[config.mk]
export PLATFORM = sky130hd
export DESIGN_NAME = msg_splitter3_narrow
export DESIGN_NICKNAME = d
export VERILOG_FILES = /design/src/rtl/msg_splitter3_narrow.sv
export SDC_FILE = /design/constraint.sdc
export NUM_CORES = 1
export LEC_CHECK = 0
export ABC_AREA = 1
export ABC_CLOCK_PERIOD_IN_PS = 4000
export BUFFER_PORTS_ARGS = -buffer_cell sky130_fd_sc_hd__buf_4
export CAP_MARGIN = 20
export CORE_ASPECT_RATIO = 0.9
export CORE_UTILIZATION = 60
export CTS_BUF_LIST = sky130_fd_sc_hd__clkbuf_16
export DETAILED_ROUTE_END_ITERATION = 12
export PLACE_DENSITY_LB_ADDON = 0.15
export SYNTH_ARGS = -nofsm -noshare
export SYNTH_HDL_FRONTEND = slang
export SYNTH_SLANG_ARGS = --single-unit
[constraint.sdc]
create_clock -name clk -period 4 [get_ports clk]
set_input_delay 0.2 -clock clk [delete_from_list [all_inputs] [get_ports clk]]
set_output_delay 0.2 -clock clk [all_outputs]
set_load 0.05 [all_outputs]
[src/rtl/msg_splitter3_narrow.sv]
// ---------------------------------------------------------------------------
// msg_splitter3_narrow
//
// Steers one narrow message stream to three narrow output channels (a, b, c)
// according to a 2-bit destination code. Each channel owns a small FIFO, so a
// stalled consumer only back-pressures messages aimed at its own channel.
// Messages with destination 0 are consumed and dropped, and are counted in a
// saturating 8-bit counter.
//
// A message is valid when its value differs from NOTLEGAL (all ones). A
// transfer happens on the rising clk edge where the value is valid and the
// receiver's ack is high.
//
// Ports:
//   clk         clock
//   rst_n       synchronous active-low reset
//   msgin       incoming message, NOTLEGAL = no message
//   msgdst      destination: 1=a, 2=b, 3=c, 0=discard
//   msgin_ack   msgin is consumed on this edge (combinational)
//   msga/b/c    channel head, NOTLEGAL when the channel FIFO is empty
//   msga/b/c_ack consumer takes the channel head on this edge
//   drop_count  number of discarded messages, saturates at 255
// ---------------------------------------------------------------------------
module msg_splitter3_narrow #(
   parameter int WBUFS     = 6,
   parameter int DEPTH_LOG = 1
) (
   input  logic             clk,
   input  logic             rst_n,
   input  logic [WBUFS-1:0] msgin,
   input  logic [1:0]       msgdst,
   output logic             msgin_ack,
   output logic [WBUFS-1:0] msga,
   output logic [WBUFS-1:0] msgb,
   output logic [WBUFS-1:0] msgc,
   input  logic             msga_ack,
   input  logic             msgb_ack,
   input  logic             msgc_ack,
   output logic [7:0]       drop_count
);

   localparam logic [WBUFS-1:0] NOTLEGAL  = '1;
   localparam int               DEPTH     = 1 << DEPTH_LOG;
   localparam logic [DEPTH_LOG:0]   DEPTH_CNT = (DEPTH_LOG+1)'(DEPTH);
   localparam logic [DEPTH_LOG:0]   CNT_ONE   = (DEPTH_LOG+1)'(1);
   localparam logic [DEPTH_LOG-1:0] PTR_ONE   = DEPTH_LOG'(1);

   // Saturating increment for the discard counter.
   function automatic logic [7:0] sat_inc8(input logic [7:0] v);
      return (v == 8'hFF) ? v : v + 8'd1;
   endfunction

   // Per-channel FIFO state (index 0=a, 1=b, 2=c).
   logic [WBUFS-1:0]     mem    [3][DEPTH];
   logic [DEPTH_LOG-1:0] wr_ptr [3];
   logic [DEPTH_LOG-1:0] rd_ptr [3];
   logic [DEPTH_LOG:0]   cnt    [3];

   logic [2:0]       full;
   logic [2:0]       push;
   logic [2:0]       pop;
   logic [2:0]       ack_v;
   logic [WBUFS-1:0] head [3];
   logic             in_vld;
   logic             sel_full;
   logic             drop;
   logic [7:0]       drop_cnt;

   assign ack_v  = {msgc_ack, msgb_ack, msga_ack};
   assign in_vld = (msgin != NOTLEGAL);

   always_comb begin
      for (int ch = 0; ch < 3; ch++) begin
         full[ch] = (cnt[ch] == DEPTH_CNT);
      end
   end

   always_comb begin
      sel_full = 1'b0;
      case (msgdst)
         2'd1:    sel_full = full[0];
         2'd2:    sel_full = full[1];
         2'd3:    sel_full = full[2];
         default: sel_full = 1'b0;
      endcase
   end

   // Acceptance looks only at the current count; a pop in the same cycle does
   // not free room for a push into a full FIFO.
   assign msgin_ack = rst_n && in_vld && ((msgdst == 2'd0) || !sel_full);
   assign drop      = msgin_ack && (msgdst == 2'd0);

   always_comb begin
      for (int ch = 0; ch < 3; ch++) begin
         push[ch] = msgin_ack && (msgdst == 2'(ch + 1));
         // An ack against an empty channel is ignored.
         pop[ch]  = ack_v[ch] && (cnt[ch] != '0);
         head[ch] = (cnt[ch] != '0) ? mem[ch][rd_ptr[ch]] : NOTLEGAL;
      end
   end

   assign msga       = head[0];
   assign msgb       = head[1];
   assign msgc       = head[2];
   assign drop_count = drop_cnt;

   // ---- control state: pointers, counts, discard counter ----
   always_ff @(posedge clk) begin
      if (!rst_n) begin
         for (int ch = 0; ch < 3; ch++) begin
            wr_ptr[ch] <= '0;
            rd_ptr[ch] <= '0;
            cnt[ch]    <= '0;
         end
         drop_cnt <= '0;
      end else begin
         for (int ch = 0; ch < 3; ch++) begin
            if (push[ch]) wr_ptr[ch] <= wr_ptr[ch] + PTR_ONE;
            if (pop[ch])  rd_ptr[ch] <= rd_ptr[ch] + PTR_ONE;
            if (push[ch] && !pop[ch])
               cnt[ch] <= cnt[ch] + CNT_ONE;
            else if (pop[ch] && !push[ch])
               cnt[ch] <= cnt[ch] - CNT_ONE;
         end
         if (drop) drop_cnt <= sat_inc8(drop_cnt);
      end
   end

   // ---- data storage: written on push, never reset ----
   always_ff @(posedge clk) begin
      for (int ch = 0; ch < 3; ch++) begin
         if (push[ch]) mem[ch][wr_ptr[ch]] <= msgin;
      end
   end

endmodule

; After elaboration in Yosys (flattened, before gate mapping)
; Memory sizes are Yosys's and may differ from the RTL's.
; Index checks and enable logic that the tools add are counted.
; W data, S select, Z words.
[op_classes]
n_lt_le_gt_ge = 9
n_bitwise = 19
n_reduce_logical = 33
mux = 80
eq_ne = 8
add_sub_neg = 13
[ops]
columns = op, count
row1 = $mux W6, 15
row2 = $mux W12, 7
row3 = $mux W1, 46
row4 = $reduce_or A12 Y1, 2
row5 = $demux W6 S1, 3
row6 = $logic_and A1 B1 Y1, 18
row7 = $mux W2, 8
row8 = $ge A2 B2 Y1 const B, 6
row9 = $not A1 Y2, 6
row10 = $or A1 B1 Y1, 12
row11 = $eq A2 B2 Y1 const B, 5
row12 = $add A8 B1 Y8 const B, 1
row13 = $eq A8 B8 Y1 const B, 1
row14 = $logic_not A1 Y1, 7
row15 = $add A1 B1 Y1 const B, 6
row16 = $add A2 B1 Y2 const B, 3
row17 = $lt A2 B1 Y1 const B, 3
row18 = $ne A6 B6 Y1 const B, 1
row19 = $reduce_bool A2 Y1, 3
row20 = $sub A2 B1 Y2 const B, 3
row21 = $pmux W1 S3, 1
row22 = $eq A2 B1 Y1 const B, 1
row23 = $logic_not A2 Y1, 1
row24 = $reduce_and A2 Y1, 1
row25 = 2 further kinds, 2
[word_totals]
ram_bits = 48
memories = 4
reg_bits = 8
[memory_table]
columns = name, words, width, rd, rd_ports_with_merged_regs, wr, line
row1 = mem, 3, 12, 3, 0, 1, 54  ; logic [WBUFS-1:0] mem [3][DEPTH];
row2 = cnt, 3, 2, 3, 0, 3, 57  ; logic [DEPTH_LOG:0] cnt [3];
row3 = rd_ptr, 3, 1, 3, 0, 3, 56  ; logic [DEPTH_LOG-1:0] rd_ptr [3];
row4 = wr_ptr, 3, 1, 3, 0, 3, 55  ; logic [DEPTH_LOG-1:0] wr_ptr [3];

; Depth between registers and ports, before layout
; Gate-level depths: netlist of run 1.
[logic_depth]
ltp_word = 13
ltp_mapped = 11
mapped_depth_nobuf = 11

; Worst setup path after synthesis of run 1
; Ideal clock, no wire load.
[synth_timing]
path_kind = reg2reg
from = memory cnt[1][0] (netlist name)
to = memory cnt[0][0] (netlist name), data pin
t_arrival_ns = 1.391
stages_incl_launch_ff = 9
n_path_buf = 1
setup_ns = 0.261
setup_slack_ns = 2.348
path_cell_list = edfxtp_1 -> or2_2 -> buf_2 -> nand2_1 -> nor2_1 -> nand2_2 -> nand2_1 -> nor3_2 -> nor2_1
[synth_lines]
columns = item, line
row1 = from (decl), 57

==> metrics.cfg, run 1 <==
[status]
outcome = completed

[cts]
h-tree-depth = 2
clock_sinks = 56
path_clk_slew_ps = 70
clockBufferDepth = 2
clk_latency_ps = 290
hold_buffers = 0
cts_setup_buffers = 0
cts_tree = yes
numCtsBuffers = 5
post_cts_resize_count = 0
clockRootBuffer = clkbuf_16

[timing]
setup_viol = 0
hold_viol_final = 0
timing.final.max_slew_violations = 0
max_freq_mhz = 551
hold_ws_ps = 140
rsz0062_at_grt = false
relSlewSlack = 0.643
fin_crit_sh = 0.453
fin_tns_setup_ps = 0
worstMarginPinSlew_ps = 533
min_period_ps = 1810
finClkSkew_ps = 5.64

[setup_path]
cp_data_required_time_ps = 4040
cp.buffers_inverters = 0
path_delay_family = simple AND/OR/NAND/NOR gates
worstSetupEndpointType = flop
arrival_ps = 1850
path_max_fanout = 8
cp_cell_sequence = or2_2 -> nand2_1 -> nor2_1 -> nand2_2 -> nand2_1 -> nor3_2 -> nor2_1
worstSetupPathType = reg2reg
cp_slowest_cell = edfxtp_1
slowest_delay_ps = 410
cp-start-kind = flop

[synthesis]
synth_seq_area_share = 0.633
synth_area_um2 = 2530
yosysWarnings = 0
avgSynthCellArea_um2 = 9.58
syn_inst = 264
yosysUniqueCellTypes = 25
syn_nets = 279
ys_ff_latch = 56

[layout]
layout_common_cells = nand2_1 (84), edfxtp_1 (48), buf_4 (39), nor2_1 (32)
fillerInstances = 297
layout_commonest_cell = nand2_1
nets = 320
n_antenna_cell = 0
drive_gt1_frac = 0.186
syn2layout_area_growth_pct = 19.9

[route]
drt_iter0_drc = 195
vias = 1916
wl_mm = 4.90
drc = 0
vias_per_cell = 5.41
drt-pass1-iter-count = 5
ant_nets = 0
wl_per_cell_um = 13.8

[die]
core_area_um2 = 4050
die_w_um = 70.4
die_area_um2 = 4480
fp.dieH_um = 63.6
rows = 22
io_pins = 40
start_util = 0.625

[global_routing]
grt_pass1_wl_mm = 8.33
grt_pass1_vias = 1787
antenna_found_initial = 0
grt_use_total = 0.248
grt_max_degree = 19
grt_overflow_total = 0

[pwr]
cellPowerDensity_nw_per_um2 = 554
ir_drop_v = 0.000373
cellLeakagePower_nw = 1.31

[job]
drv_cap = 0

[hold_path]
hp-class = in2reg

[placed_design]
port_buffers = 39
hpwl_mm = 3.54
routabilityCongestion = 0.875

[stage by stage]
| step | setup slack (ps) | util | cell area, um^2 | instances | total power, mW |
|---|---|---|---|---|---|
| after floorplan | 2350 | - | 2530 | 264 | 1.06 |
| after global placement | 2280 | 0.707 | 2860 | 346 | 1.19 |
| after detailed placement | 2230 | 0.707 | 2860 | 346 | 1.20 |
| after CTS | 2200 | 0.750 | 3030 | 354 | 1.69 |
| after global routing | 2070 | 0.750 | 3030 | 354 | 1.76 |
| final | 2190 | 0.750 | 3030 | 354 | 1.68 |
[synth_stat cells, drive strengths merged]
cell type,number,share of area
nand2,86,0.13
edfxtp,48,0.57
nor2,32,0.047
inv,29,0.043
nand3,29,0.061
dfxtp,8,0.063
a21oi,7,0.018
clkbuf,4,0.0059
nand4,4,0.0099
nor3,3,0.0079
o21ai,3,0.0059
xor2,3,0.010
ha,2,0.0099
a211oi,1,0.0030
a41oi,1,0.0035
and2,1,0.0030
buf,1,0.0020
or2,1,0.0025
xnor2,1,0.0035
[per-layer routing]
layer,share of wire,track usage,up-vias
li1,-,-,960
met1,0.45,0.338,876
met2,0.47,0.380,69
met3,0.059,0.0544,11
met4,0.024,0.115,0
met5,0,0,-
[final timing paths]
| check | from | end | slack [ps] | cells past startpoint |
|---|---|---|---|---|
| max | cnt[1][1] | cnt[0][1] | 2190 | 7 |
| min reg2reg | drop_count[0] | drop_count[0] | 530 | 2 |
| max reg2reg | cnt[1][1] | cnt[0][1] | 2190 | 7 |
| min | msgin[5] | mem[0][17] | 140 | 1 |
[where the power goes]
group | total [mW] | switching, mW | internal [mW]
clock | 0.497 | 0.199 | 0.298
sequential | 0.707 | 0.0296 | 0.678
combinational | 0.478 | 0.345 | 0.134
[state kept, by name (all words and copies together) (netlist names)]
register	cells
drop_count	8
wr_ptr	3
mem	36
cnt	6
rd_ptr	3
[cell families after synthesis]
| logic type | share of synthesized area |
|---|---|
| compound gates | 0.0307 |
| xor+xnor | 0.0139 |
| fa+ha+maj | 0.00989 |
| buf+inv | 0.0509 |
| flops | 0.633 |
| simple gates | 0.262 |
[final cells by class]
cell class / count / area, um^2 / area share
tap: 48 / 60.1 / 0.0198
clock buffer: 5 / 125 / 0.0412
sequential: 56 / 1600 / 0.528
clock inverter: 3 / 46.3 / 0.0153
inverter: 29 / 109 / 0.0359
timing repair buffer: 39 / 293 / 0.0965
multi-input combinational: 174 / 800 / 0.264
Power figures use the tool's default switching activity.
==> run 2, diff against run 1 <==
--- a/config.mk
+++ b/config.mk
@@ -6,11 +6,11 @@
 export NUM_CORES = 1
 export LEC_CHECK = 0
 export ABC_AREA = 1
-export ABC_CLOCK_PERIOD_IN_PS = 4000
+export ABC_CLOCK_PERIOD_IN_PS = 1700
 export BUFFER_PORTS_ARGS = -buffer_cell sky130_fd_sc_hd__buf_4
 export CAP_MARGIN = 20
 export CORE_ASPECT_RATIO = 0.9
-export CORE_UTILIZATION = 60
+export CORE_UTILIZATION = 56
 export CTS_BUF_LIST = sky130_fd_sc_hd__clkbuf_16
 export DETAILED_ROUTE_END_ITERATION = 12
 export PLACE_DENSITY_LB_ADDON = 0.15
==> constraint.sdc (replaced) <==
create_clock -name clk -period 1.7 [get_ports clk]
set_input_delay 0.085 -clock clk [delete_from_list [all_inputs] [get_ports clk]]
set_output_delay 0.085 -clock clk [all_outputs]
set_load 0.05 [all_outputs]
==> metrics.cfg, run 2 (synthesis gave the netlist of run 1 again) <==
[status]
outcome = completed

[timing]
rsz0062_at_grt = true
hold_viol_final = 0  ; unchanged
max_freq_mhz = 617  ; +12%
fin_tns_setup_ps = 0  ; unchanged
min_period_ps = 1620  ; -194 ps
relSlewSlack = 0.773  ; +0.130
worstMarginPinSlew_ps = 339  ; -194 ps
timing.final.max_slew_violations = 0  ; unchanged
fin_crit_sh = 0.953  ; +0.500
setup_viol = 0  ; unchanged
hold_ws_ps = 23.8  ; -117 ps
finClkSkew_ps = 6.24  ; +0.602 ps

[layout]
layout_common_cells = nand2_1 (79), buf_4 (55), edfxtp_1 (48), nor2_1 (30), inv_1 (27)
fin_area_um2 = 3210  ; +5.8%
fin_util = 0.762  ; +0.0122
nets = 336  ; +5.0%
drive_gt1_frac = 0.258  ; +0.0715
layout_commonest_cell = nand2_1
fillerInstances = 310  ; +4.4%
n_antenna_cell = 0  ; unchanged
largest_register_ffs = 36  ; unchanged
syn2layout_area_growth_pct = 26.9

[cts]
cts_tree = yes
clockRootBuffer = clkbuf_16
h-tree-depth = 2  ; unchanged
clk_latency_ps = 290  ; about the same
hold_buffers = 0  ; unchanged
clock_sinks = 56  ; unchanged
clockBufferDepth = 2  ; unchanged
path_clk_slew_ps = 70  ; about the same
numCtsBuffers = 5  ; unchanged

[pwr]
switching_share = 0.355  ; +0.0138
total_power_mw = 3.90  ; +130%
cellLeakagePower_nw = 1.39  ; +6.0%
ir_drop_v = 0.000843  ; +130%
cellPowerDensity_nw_per_um2 = 1220  ; +120%
power_frac_comb = 0.314  ; +0.030
power.internal_mw = 2.52  ; +130%
power_frac_seq = 0.427  ; +0.007
p_sw_mw = 1.38  ; +140%
pwr-share-clk = 0.260  ; -0.035

[route]
vias_per_cell = 5.08  ; -6.2%
wl_mm = 5.09  ; +3.8%
drt-pass1-iter-count = 4  ; -1
wl_per_cell_um = 13.3  ; -3.8%
drt_iter0_drc = 189  ; -3.1%
vias = 1939  ; +1.2%
drc = 0  ; unchanged
ant_nets = 0  ; unchanged

[die]
io_pins = 40  ; unchanged
core_area_um2 = 4210  ; +4.1%
die_w_um = 72.9  ; +3.4%
start_util = 0.601  ; -0.0245
die_area_um2 = 4790  ; +6.9%
rows = 22  ; unchanged
fp.dieH_um = 65.8  ; +3.4%

[setup_path]
r2r_cells = 8  ; +1
cp_slowest_cell = edfxtp_1
cp-start-kind = flop
worstSetupEndpointType = flop
cp.buffers_inverters = 0  ; unchanged
path_delay_family = simple AND/OR/NAND/NOR gates
cp_cell_sequence = nand3_1 -> nand2_2 -> nand3_4 -> nand3_2 -> nand2_2 -> nand2_2 -> nor3_4 -> nor2_1
worstSetupPathType = reg2reg
slowest_delay_ps = 420  ; about the same
cp_data_required_time_ps = 1750  ; -2290 ps
path_max_fanout = 6  ; -2
cp.depth = 8  ; +1
arrival_ps = 1670  ; -180 ps
crit_top_cell = nand2_2

[global_routing]
grt_pass1_wl_mm = 8.46  ; +1.6%
grt_overflow_total = 0  ; unchanged
antenna_found_initial = 0  ; unchanged
grt_pass1_vias = 1841  ; +3.0%
grt_use_total = 0.243  ; -0.00523
grt_max_degree = 19  ; unchanged

[placed_design]
routabilityCongestion = 0.832  ; -4.9%
port_buffers = 39  ; unchanged
dpl_cell_area_um2 = 2980  ; +3.9%
hpwl_mm = 3.71  ; +4.8%

[hold_path]
hp-class = in2reg
holdPathStages = 1  ; unchanged

[job]
drv_cap = 0  ; unchanged

==> run 2: cell types whose count changed in the layout (fill, tap and decap cells not counted), moves of 2 or more <==
cell | previous run | this run
buf_4 | 39 | 55
nand2_1 | 84 | 79
nand2_2 | 2 | 6
nand3_1 | 27 | 25
nand3_4 | 0 | 2
nor2_1 | 32 | 30
nor2_2 | 0 | 2
==> run 2: cell type report <==
cell class,count,area [um^2],area share
clock buffers,5,125,0.0390
clock inverters,3,23.8,0.00741
inverters,29,109,0.0339
multi-input cells,174,862,0.269
flip-flops and latches,56,1600,0.499
well taps,60,75.1,0.0234
repair buffers,55,413,0.129
==> run 2: worst reg2reg max path, stage by stage, from the launching register on <==
cell,delay [ps]
edfxtp_1,420
nand3_1,120
nand2_2,70
nand3_4,140
nand3_2,110
nand2_2,100
nand2_2,80
nor3_4,260
nor2_1,70
==> run 2: repair_timing <==
action / CTS / global route
buffers inserted: 0 / 3
pin swaps: 0 / 4
endpoints found under the setup margin: 6 / 24
gates resized for setup: 2 / 14
==> run 2: final timing paths <==
check | slack, ps | end | startpoint
setup reg to reg | 80 | cnt[1][1] | cnt[1][1]
setup / recovery | 80 | cnt[1][1] | cnt[1][1]
hold reg to reg | 500 | drop_count[1] | drop_count[1]
hold / removal | 20 | mem[0][17] | msgin[5]
==> run 2: stage by stage <==
step,worst slack (ps),cells
after global placement,94.8,371
after global routing,-31.0,382
after CTS,9.36,379
after detailed placement,15.9,371
final,79.8,382
after floorplan,47.7,264
==> run 2: layer usage <==
metal  GRT usage  share of wire  routed length (um)  vias up
met3      0.0598          0.059                 298       10
li1            -              -                   -      986
met5           0              0                   0        -
met1       0.303           0.45                2280      888
met4      0.0907          0.016                  80        0
met2       0.408           0.48                2430       55
==> run 2: power groups by stage <==
| stage | Combinational, mW | Clock, mW | Sequential [mW] |
|---|---|---|---|
| 2_1_floorplan | 0.837 | 0 | 1.66 |
| 3_3_place_gp | 1.15 | 0 | 1.69 |
| 3_5_place_dp | 1.17 | 0 | 1.69 |
| 4_1_cts | 1.19 | 1.02 | 1.66 |
| 5_1_grt | 1.33 | 1.07 | 1.68 |
| 6_report | 1.22 | 1.01 | 1.66 |
==> run 3, diff against run 2 <==
--- a/config.mk
+++ b/config.mk
@@ -5,7 +5,7 @@
 export SDC_FILE = /design/constraint.sdc
 export NUM_CORES = 1
 export LEC_CHECK = 0
-export ABC_AREA = 1
+export ABC_AREA = 0
 export ABC_CLOCK_PERIOD_IN_PS = 1700
 export BUFFER_PORTS_ARGS = -buffer_cell sky130_fd_sc_hd__buf_4
 export CAP_MARGIN = 20
==> metrics.cfg, run 3 <==
[global_routing]
grt_use_met2 = 0.412  ; +0.00445
grt_use_total = 0.236  ; -0.00637
use_met1 = 0.305  ; +0.00115
antenna_found_initial = 0  ; unchanged
grt_max_degree = 18  ; -1
use_met3 = 0.0448  ; -0.0150
grt_overflow_total = 0  ; unchanged
grt_pass1_wl_mm = 8.56  ; +1.2%
grt_pass1_vias = 1804  ; -2.0%
busiest_layer = met2

[placed_design]
port_buffers = 39  ; unchanged
place_ws_ps = -34.0  ; -49.9 ps
dpl_cell_area_um2 = 3220  ; +8.1%
hpwl_mm = 3.97  ; +7.2%
routabilityCongestion = 0.855  ; +2.7%

[timing]
finClkSkew_ps = 4.05  ; -2.19 ps
rsz0062_at_grt = true
fin_ws_ps = 15.1  ; -64.8 ps
hold_ws_ps = 115  ; +91.1 ps
setup_viol = 0  ; unchanged
timing.final.max_slew_violations = 0  ; unchanged
fin_tns_setup_ps = 0  ; unchanged
worstMarginPinSlew_ps = 555  ; +215 ps
max_freq_mhz = 593  ; -3.8%
fin_crit_sh = 0.991  ; +0.0381
hold_viol_final = 0  ; unchanged
min_period_ps = 1680  ; +64.8 ps
relSlewSlack = 0.626  ; -0.147

[setup_path]
cp_data_required_time_ps = 1720  ; -30 ps
worstSetupPathType = reg2reg
path_max_fanout = 6  ; unchanged
cp-start-kind = flop
cp_cell_sequence = and4b_1 -> a311o_1 -> a221oi_4 -> a31oi_1
cp.buffers_inverters = 0  ; unchanged
path_delay_family = compound AO/OA/AOI/OAI gates
worstSetupEndpointType = flop
cp_slowest_cell = edfxtp_1
arrival_ps = 1710  ; +40 ps
slowest_delay_ps = 450  ; +30 ps

[cts]
path_clk_slew_ps = 70  ; about the same
cts_tree = yes
clockBufferDepth = 2  ; unchanged
clock_sinks = 56  ; unchanged
numCtsBuffers = 5  ; unchanged
clk_latency_ps = 290  ; about the same
h-tree-depth = 2  ; unchanged
clockRootBuffer = clkbuf_16
hold_buffers = 0  ; unchanged

[layout]
syn2layout_area_growth_pct = 32.6
largest_register_ffs = 36  ; unchanged
nets = 315  ; -6.3%
layout_commonest_cell = buf_4
drive_gt1_frac = 0.362  ; +0.104
n_antenna_cell = 0  ; unchanged
fin_area_um2 = 3520  ; +9.6%
layout_common_cells = buf_4 (78), edfxtp_1 (48), nand2_1 (29), mux2i_1 (17), nor2_1 (12)

[pwr]
ir_drop_v = 0.000785  ; -6.8%
cellPowerDensity_nw_per_um2 = 1350  ; +11%
cellLeakagePower_nw = 1.44  ; +3.6%
total_power_mw = 4.74  ; +22%

[route]
drt-pass1-iter-count = 4  ; unchanged
ant_nets = 0  ; unchanged
wl_mm = 5.61  ; +10%
drc = 0  ; unchanged
drt_iter0_drc = 88  ; -53%
vias = 1995  ; +2.9%
wl_per_cell_um = 15.5  ; +16%
vias_per_cell = 5.50  ; +8.3%

[synthesis]
syn_inst = 222  ; -16%
yosysWarnings = 0  ; unchanged
yosysUniqueCellTypes = 42  ; +68%
yosys-top-cells-count = edfxtp_1 (48), nand2_1 (29), mux2i_1 (17)
syn_nets = 237  ; -15%
synth_area_um2 = 2650  ; +4.8%
synth_top_area_frac = 0.544  ; -0.0261
synth_area_leaders = edfxtp_1 (54%), mux2i_1 (6.4%), dfxtp_1 (6.0%)
synth_area_leader_cell = edfxtp_1
synth_seq_area_share = 0.604  ; -0.0290
synth_edf_count = 48  ; unchanged
ys.flop_type = edfxtp_1
postSynth.asyncResetShare = 0  ; unchanged
ys_ff_latch = 56  ; unchanged
post-synth-top-count-cell = edfxtp_1
avgSynthCellArea_um2 = 11.9  ; +25%

[hold_path]
hp-class = in2reg

[die]
die_w_um = 74.5  ; +2.3%
io_pins = 40  ; unchanged
fp.dieH_um = 67.3  ; +2.3%
core_area_um2 = 4490  ; +6.6%
die_area_um2 = 5010  ; +4.7%
rows = 23  ; +4.5%
start_util = 0.591  ; -0.0101

[status]
outcome = completed

[job]
drv_cap = 0  ; unchanged

run 3: cell types whose count changed after synthesis, moves of 12 or more:
cell	before	now
inv_1	27	4
mux2i_1	0	17
nand2_1	84	29
nand3_1	27	8
nor2_1	32	14
nor2b_1	0	12
run 3: kinds of logic after synthesis:
family / Yosys count / share of synthesized area
AO/OA/AOI/OAI: 35 / 0.0963
adder cells (fa/ha/maj): 2 / 0.00944
buffers and inverters: 13 / 0.0212
flip-flops: 56 / 0.604
XOR/XNOR: 5 / 0.0165
multiplexers: 17 / 0.0642
AND/OR/NAND/NOR: 94 / 0.188
run 3: through the flow:
stage,instances,utilization
after floorplan,222,-
after global placement,344,0.716
after detailed placement,344,0.716
after CTS,355,0.757
after global routing,363,0.783
final,363,0.783
run 3: area by class of cell:
cell class,instances,area [um^2]
clock buffers,5,125
clock inverters,3,20.0
fillers,294,973
inverters,4,15.0
multi-input cells,153,1060
flip-flops and latches,56,1610
well taps,62,77.6
repair buffers,80,608
run 3: final timing paths:
kind	start	endpoint	slack, ps	cells past startpoint
worst max register to register	cnt[1][0]	cnt[2][0]	20	4
worst min-delay path	msgin[5]	mem[0][29]	110	2
worst min register to register	drop_count[6]	drop_count[6]	500	1
worst max-delay path	cnt[1][0]	cnt[2][0]	20	4
run 3: routing by layer:
metal / up-vias / share of wire
met5: - / 0
met3: 6 / 0.050
met2: 68 / 0.51
li1: 980 / -
met1: 941 / 0.43
met4: 0 / 0.0096
run 3: repair_timing:
action / CTS / global route
buffers inserted: 3 / 8
setup endpoints to repair: 5 / 13
gates resized for setup: 4 / 13
pin swaps: 3 / 11
run 3: where the power goes:
part	total, mW	internal (mW)	leakage (nW)	switching [mW]
combinational	1.98	0.783	0.848	1.19
sequential	1.78	1.65	0.519	0.129
clock	0.987	0.543	0.0712	0.444
